File: src/rtl/bht_update_ctrl.sv
// ============================================================================
// Module  : bht_update_ctrl
// Purpose : Checkpoint queue for conditional-branch predictions; emits BHT
//           updates in resolve order and repairs the speculative GHR.
// Revision: 1.0
// ============================================================================
`default_nettype none

module bht_update_ctrl #(
  parameter int unsigned NR_ENTRIES = 8,
  parameter int unsigned GHR_BITS   = 4,
  parameter int unsigned VLEN       = 64
) (
  input  logic                          clk_i,
  input  logic                          rst_ni,
  input  logic                          flush_i,
  input  logic                          debug_mode_i,
  input  logic                          push_valid_i,
  output logic                          push_ready_o,
  input  logic [VLEN-1:0]               push_pc_i,
  input  logic                          push_taken_i,
  input  logic                          resolve_valid_i,
  input  logic [VLEN-1:0]               resolve_pc_i,
  input  logic                          resolve_taken_i,
  input  logic                          resolve_mispredict_i,
  output logic [GHR_BITS-1:0]           ghr_o,
  // Packed as {valid, pc[VLEN-1:0], taken}
  output logic [VLEN+1:0]               bht_update_o,
  output logic [GHR_BITS-1:0]           update_ghr_o,
  output logic                          mismatch_o,
  output logic [$clog2(NR_ENTRIES):0]   occupancy_o
);

  localparam int unsigned PTR_W = $clog2(NR_ENTRIES);
  localparam logic [PTR_W:0] c_ptr_one = {{PTR_W{1'b0}}, 1'b1};

  logic [VLEN-1:0]     r_pc_mem    [NR_ENTRIES];
  logic                r_taken_mem [NR_ENTRIES];
  logic [GHR_BITS-1:0] r_snap_mem  [NR_ENTRIES];

  logic [PTR_W:0]      r_wptr, r_rptr;
  logic [GHR_BITS-1:0] r_ghr;
  logic                r_upd_valid;
  logic [VLEN-1:0]     r_upd_pc;
  logic                r_upd_taken;
  logic [GHR_BITS-1:0] r_upd_ghr;
  logic                r_mismatch;

  logic                w_empty, w_full, w_head_match;
  logic                w_resolve_ok, w_mispredict, w_mismatch, w_pop, w_push, w_clear;
  logic [PTR_W-1:0]    w_widx, w_ridx;
  logic [GHR_BITS-1:0] w_head_snap;

  assign w_widx      = r_wptr[PTR_W-1:0];
  assign w_ridx      = r_rptr[PTR_W-1:0];
  assign w_empty     = (r_wptr == r_rptr);
  assign w_full      = (w_widx == w_ridx) && (r_wptr[PTR_W] != r_rptr[PTR_W]);
  assign w_head_snap = r_snap_mem[w_ridx];
  assign w_head_match = !w_empty && (r_pc_mem[w_ridx] == resolve_pc_i);

  // Flush dominates everything; a mispredict or mismatch squashes the queue
  // and any same-cycle push since it is on the wrong path.
  assign w_resolve_ok = resolve_valid_i && w_head_match && !flush_i;
  assign w_mispredict = w_resolve_ok && resolve_mispredict_i;
  assign w_mismatch   = resolve_valid_i && !w_head_match && !flush_i;
  assign w_pop        = w_resolve_ok && !resolve_mispredict_i;
  assign w_clear      = flush_i || w_mispredict || w_mismatch;
  assign w_push       = push_valid_i && !w_full && !w_clear;

  always_ff @(posedge clk_i or negedge rst_ni) begin
    if (!rst_ni) begin
      r_wptr <= '0;
      r_rptr <= '0;
      r_ghr  <= '0;
    end else if (w_clear) begin
      r_wptr <= '0;
      r_rptr <= '0;
      if (w_mispredict) r_ghr <= {w_head_snap[GHR_BITS-2:0], resolve_taken_i};
      else              r_ghr <= '0;
    end else begin
      if (w_push) begin
        r_wptr <= r_wptr + c_ptr_one;
        r_ghr  <= {r_ghr[GHR_BITS-2:0], push_taken_i};
      end
      if (w_pop) r_rptr <= r_rptr + c_ptr_one;
    end
  end

  // Queue payload needs no reset: entries are only read between the pointers.
  always_ff @(posedge clk_i) begin
    if (w_push) begin
      r_pc_mem[w_widx]    <= push_pc_i;
      r_taken_mem[w_widx] <= push_taken_i;
      r_snap_mem[w_widx]  <= r_ghr;
    end
  end

  always_ff @(posedge clk_i or negedge rst_ni) begin
    if (!rst_ni) begin
      r_upd_valid <= 1'b0;
      r_upd_pc    <= '0;
      r_upd_taken <= 1'b0;
      r_upd_ghr   <= '0;
      r_mismatch  <= 1'b0;
    end else begin
      r_upd_valid <= w_resolve_ok && !debug_mode_i;
      r_mismatch  <= w_mismatch;
      if (w_resolve_ok) begin
        r_upd_pc    <= r_pc_mem[w_ridx];
        r_upd_taken <= resolve_taken_i;
        r_upd_ghr   <= w_head_snap;
      end
    end
  end

  // Stored prediction bit is kept for the entry record but not needed here.
  logic w_unused_taken;
  assign w_unused_taken = r_taken_mem[w_ridx];

  assign push_ready_o = !w_full;
  assign ghr_o        = r_ghr;
  assign bht_update_o = {r_upd_valid, r_upd_pc, r_upd_taken};
  assign update_ghr_o = r_upd_ghr;
  assign mismatch_o   = r_mismatch;
  assign occupancy_o  = r_wptr - r_rptr;

endmodule

`default_nettype wire

File: config.mk
export PLATFORM = sky130hd
export DESIGN_NAME = bht_update_ctrl
export DESIGN_NICKNAME = d
export VERILOG_FILES = /design/src/rtl/bht_update_ctrl.sv
export SDC_FILE = /design/constraint.sdc
export NUM_CORES = 1
export LEC_CHECK = 0
export ABC_AREA = 0
export ABC_CLOCK_PERIOD_IN_PS = 10100
export BUFFER_PORTS_ARGS = -buffer_cell sky130_fd_sc_hd__buf_2
export CAP_MARGIN = 30
export CORE_MARGIN = 2
export CORE_UTILIZATION = 45
export DETAILED_ROUTE_END_ITERATION = 8
export PLACE_DENSITY = 0.62
export SYNTH_ARGS = -nofsm -noshare
export SYNTH_HDL_FRONTEND = slang
export SYNTH_SLANG_ARGS = --single-unit
File: constraint.sdc
create_clock -name clk_i -period 10.1 [get_ports clk_i]
set_input_delay 0.505 -clock clk_i [delete_from_list [all_inputs] [get_ports clk_i]]
set_output_delay 0.505 -clock clk_i [all_outputs]
set_load 0.05 [all_outputs]
==> impl_metrics.toml <==
[status]
status = "finished clean"

[yosys]
synth-main-ff-cell = "edfxtp_1"
async_reset_ff_share_pct = 13.2
syn_nets = 1514
ys_types = 64
yosys.area_share.simple_pct = 3.63
synth-xor-area-share_pct = 1.22
synth_fa_ha_area_share_pct = 0.329
synth_seq_area_share_pct = 73.3
synth_edf_count = 544
syn_area_per_cell_um2 = 18.3
ys_seq_elements = 627
synth_top_family_by_area = "multiplexers"
synthCells = 1371
yosysWarnings = 0
syn-cell-area_mm2 = 0.0251
synthMuxAreaShare_pct = 14.8
synth-compound-area-share_pct = 4.52

[clock_network]
h-tree-depth = 3
clk_pin_slew_ns = 0.05
cts_made_buffers = 67
clk_latency_ns = 0.59
clock-sinks = 627
root_buffer = "clkbuf_16"
cts_resized = 0
tritoncts = "done"
clock_path_buffers = 3

[cells_and_area]
area_growth_syn_to_layout_pct = 16.0
fin_cells = 2420
nets = 1757
drive_gt1_share_pct = 30.3

[min_path]
hold_class = "in2reg"

[power]
p_per_area_mw_per_mm2 = 184
finalPower_mw = 5.35
leakagePower_nw = 10.3
ir_drop_mv = 0.125

[critical_path]
crit_required_ns = 10.30
worstSetupEndpointType = "flop"
max_stage_delay_ns = 0.73
crit_path_frequent_cell = "buf_4"
crit_fanout = 45
critPathArrivalTime_ns = 6.23
worst_setup_path_start_kind = "flop"
path_class = "reg2reg"
path_cells = "buf_4 -> nand2b_1 -> o22ai_1 -> nor3_1 -> or4b_1 -> nor4_2 -> nand4_1 -> nor3_4 -> a21oi_1 -> buf_4 -> nor4b_4 -> buf_4 -> buf_4"
slowest_stage = "dfrtp_4"

[detailed_routing]
met2_wirelength_um = 30700
drt_first_pass_iters = 7
wl_met1_um = 27100
highest_layer = "met5"
drtIter0Drc = 1281
ant_nets = 0
viasPerCell = 5.70
met3RoutedLength_um = 4680
wl_per_cell_um = 26.5
routed_wl_um = 64100
vias = 13801
drc = 0

[global_routing]
first_global_vias = 13858
track_usage_pct = 22.5
grt_max_degree = 114
grt-ovfl-total = 0
grt_antenna_before_repair = 8
grt_first_pass_wirelength_um = 93500

[floorplanning]
core-area_mm2 = 0.0551
start_util_pct = 45.6
die_width_um = 240
row_count = 86
dieArea_mm2 = 0.0577
die_h_um = 240
io_pins = 217

[timing]
hold_viol_final = 0
relSlewSlack_pct = 31.9
clock.fmax_ghz = 0.166
finalCritPeriodShare_pct = 59.8
final.setup.tns_ns = 0
worst_pin_slew_ns = 1.02
timing.clock.skew_ns = 0.0277
worst_slack_ns = 4.06
finalSetupViolations = 0
rsz0062_at_grt = "no"
maxSlewViolCount = 0
min_period_ns = 6.04

[placement]
globalplace.congestion = 0.822
dpl.cell_count = 2292
port-buffer-count = 216
place_worst_setup_slack_ns = 3.95
hpwlAfterDp_um = 39900

[run]
maxCapViolations = 0
-- where the power goes --
part | internal (mW) | switching (mW) | leakage [nW]
combinational | 0.0490 | 0.102 | 3.22
sequential | 2.83 | 0.00625 | 6.04
clock | 1.40 | 0.964 | 1.04
-- per-stage QoR --
| step | cell area (um^2) | hold slack, ns | utilization, % |
|---|---|---|---|
| 2_1_floorplan | 25100 | 0.209 | - |
| 6_report | 29100 | 0.0899 | 52.9 |
| 5_1_grt | 29100 | 0.0663 | 52.8 |
| 4_1_cts | 29100 | 0.0626 | 52.8 |
| 3_3_place_gp | 26900 | 0.376 | 48.9 |
| 3_5_place_dp | 27000 | 0.379 | 49.0 |
-- cell usage after synthesis (8+ instances only) --
cell type | count | share of area [%]
o22ai_1 | 31 | 0.77
xnor2_1 | 12 | 0.42
nand2_1 | 57 | 0.85
buf_4 | 17 | 0.51
edfxtp_1 | 544 | 65
a21oi_1 | 80 | 1.6
nor3_1 | 8 | 0.16
mux2i_1 | 85 | 3.4
nand2b_1 | 10 | 0.25
o21ai_0 | 20 | 0.40
nand3_1 | 8 | 0.16
nor2_1 | 34 | 0.51
o21a_1 | 9 | 0.27
buf_2 | 17 | 0.34
or3_1 | 8 | 0.20
mux4_2 | 85 | 7.6
a22oi_1 | 12 | 0.36
mux2_2 | 55 | 2.5
xor2_1 | 23 | 0.80
nand4_1 | 11 | 0.27
dfrtp_1 | 83 | 8.3
buf_6 | 18 | 0.81
nor4_1 | 10 | 0.25
mux2_1 | 25 | 1.1
inv_1 | 13 | 0.19
clkbuf_1 | 18 | 0.27
-- path summary, 6_finish.rpt --
path                                              start                        end  slack (ns)  cells past startpoint
worst max register to register    r_rptr[1]$_DFFE_PN0P_  r_pc_mem[0][47]$_DFFE_PP_        4.06                     13
worst max-delay path              r_rptr[1]$_DFFE_PN0P_  r_pc_mem[0][47]$_DFFE_PP_        4.06                     13
worst min-delay path                       debug_mode_i      r_upd_valid$_DFF_PN0_        0.09                      2
max in group asynchronous                        rst_ni      r_rptr[2]$_DFFE_PN0P_        8.73                      4
worst min register to register  r_upd_pc[2]$_DFFE_PN0N_    r_upd_pc[2]$_DFFE_PN0N_        0.48                      1
min in group asynchronous                        rst_ni   r_upd_pc[12]$_DFFE_PN0N_        0.33                      2
-- worst max-delay path, delay by kind of cell, from the launching register on --
family	cells	cell delay, ns
compound gates	2	0.47
buf+inv	4	2.06
flops	1	0.73
simple gates	7	2.25
-- metal layers --
layer | GRT usage, % | vias to the layer above
met5 | 0 | -
met4 | 6.83 | 4
met3 | 4.34 | 94
met2 | 35.1 | 570
met1 | 32.3 | 7174
li1 | - | 5959
-- cells by family (layout without fill, tap and decap cells) --
group                      after synthesis  after routing
buffers and inverters                   86            381
and+or+nand+nor                        178            178
muxes                                  253            253
xor gates and xnor gates                35             35
DFF                                    627            627
AOI/OAI and AO/OA                      186            186
adders and majority gates                6              6
other                                    0              6
-- flip-flops by register name, summed over array words and instances, names as in the netlist --
| name | cells |
|---|---|
| r_upd_pc | 64 |
| r_pc_mem | 512 |
| r_upd_valid | 1 |
| r_upd_taken | 1 |
| r_rptr | 4 |
| update_ghr_o | 4 |
| r_wptr | 4 |
| ghr_o | 4 |
| mismatch_o | 1 |
| r_snap_mem | 32 |
-- cell type report --
| type | count | area, um^2 |
|---|---|---|
| fillers | 4493 | 26000 |
| flip-flops and latches | 627 | 18400 |
| multi-input cells | 658 | 6230 |
| clock buffers | 106 | 1980 |
| repair buffers | 245 | 1350 |
| well taps | 748 | 936 |
| clock inverters | 15 | 134 |
| inverters | 15 | 56.3 |
| diodes | 6 | 15.0 |
-- layout by cell type, fill, tap and decap left out, drive strengths merged, types with 3 or more instances in the layout --
master / instances
a22oi: 12
mux4: 85
o21a: 9
nor2b: 7
nor3: 9
o21ai: 20
a31oi: 4
nor4: 12
nand2: 57
nand4: 11
ha: 5
and2: 5
dfrtp: 83
clkbuf: 106
a31o: 3
diode: 6
mux2: 80
xor2: 23
buf: 244
mux2i: 88
or3: 8
a21oi: 80
edfxtp: 544
nand2b: 10
o22ai: 31
or2: 4
xnor2: 12
inv: 17
nand3: 8
clkinv: 11
a22o: 7
a2bb2oi: 5
nor2: 34
-- repair_timing --
item,in CTS,in global routing
setup buffers,0,0
hold buffers,1,0
endpoints found under the hold margin,12,0
No activity file was read; power rests on OpenSTA's default activity.
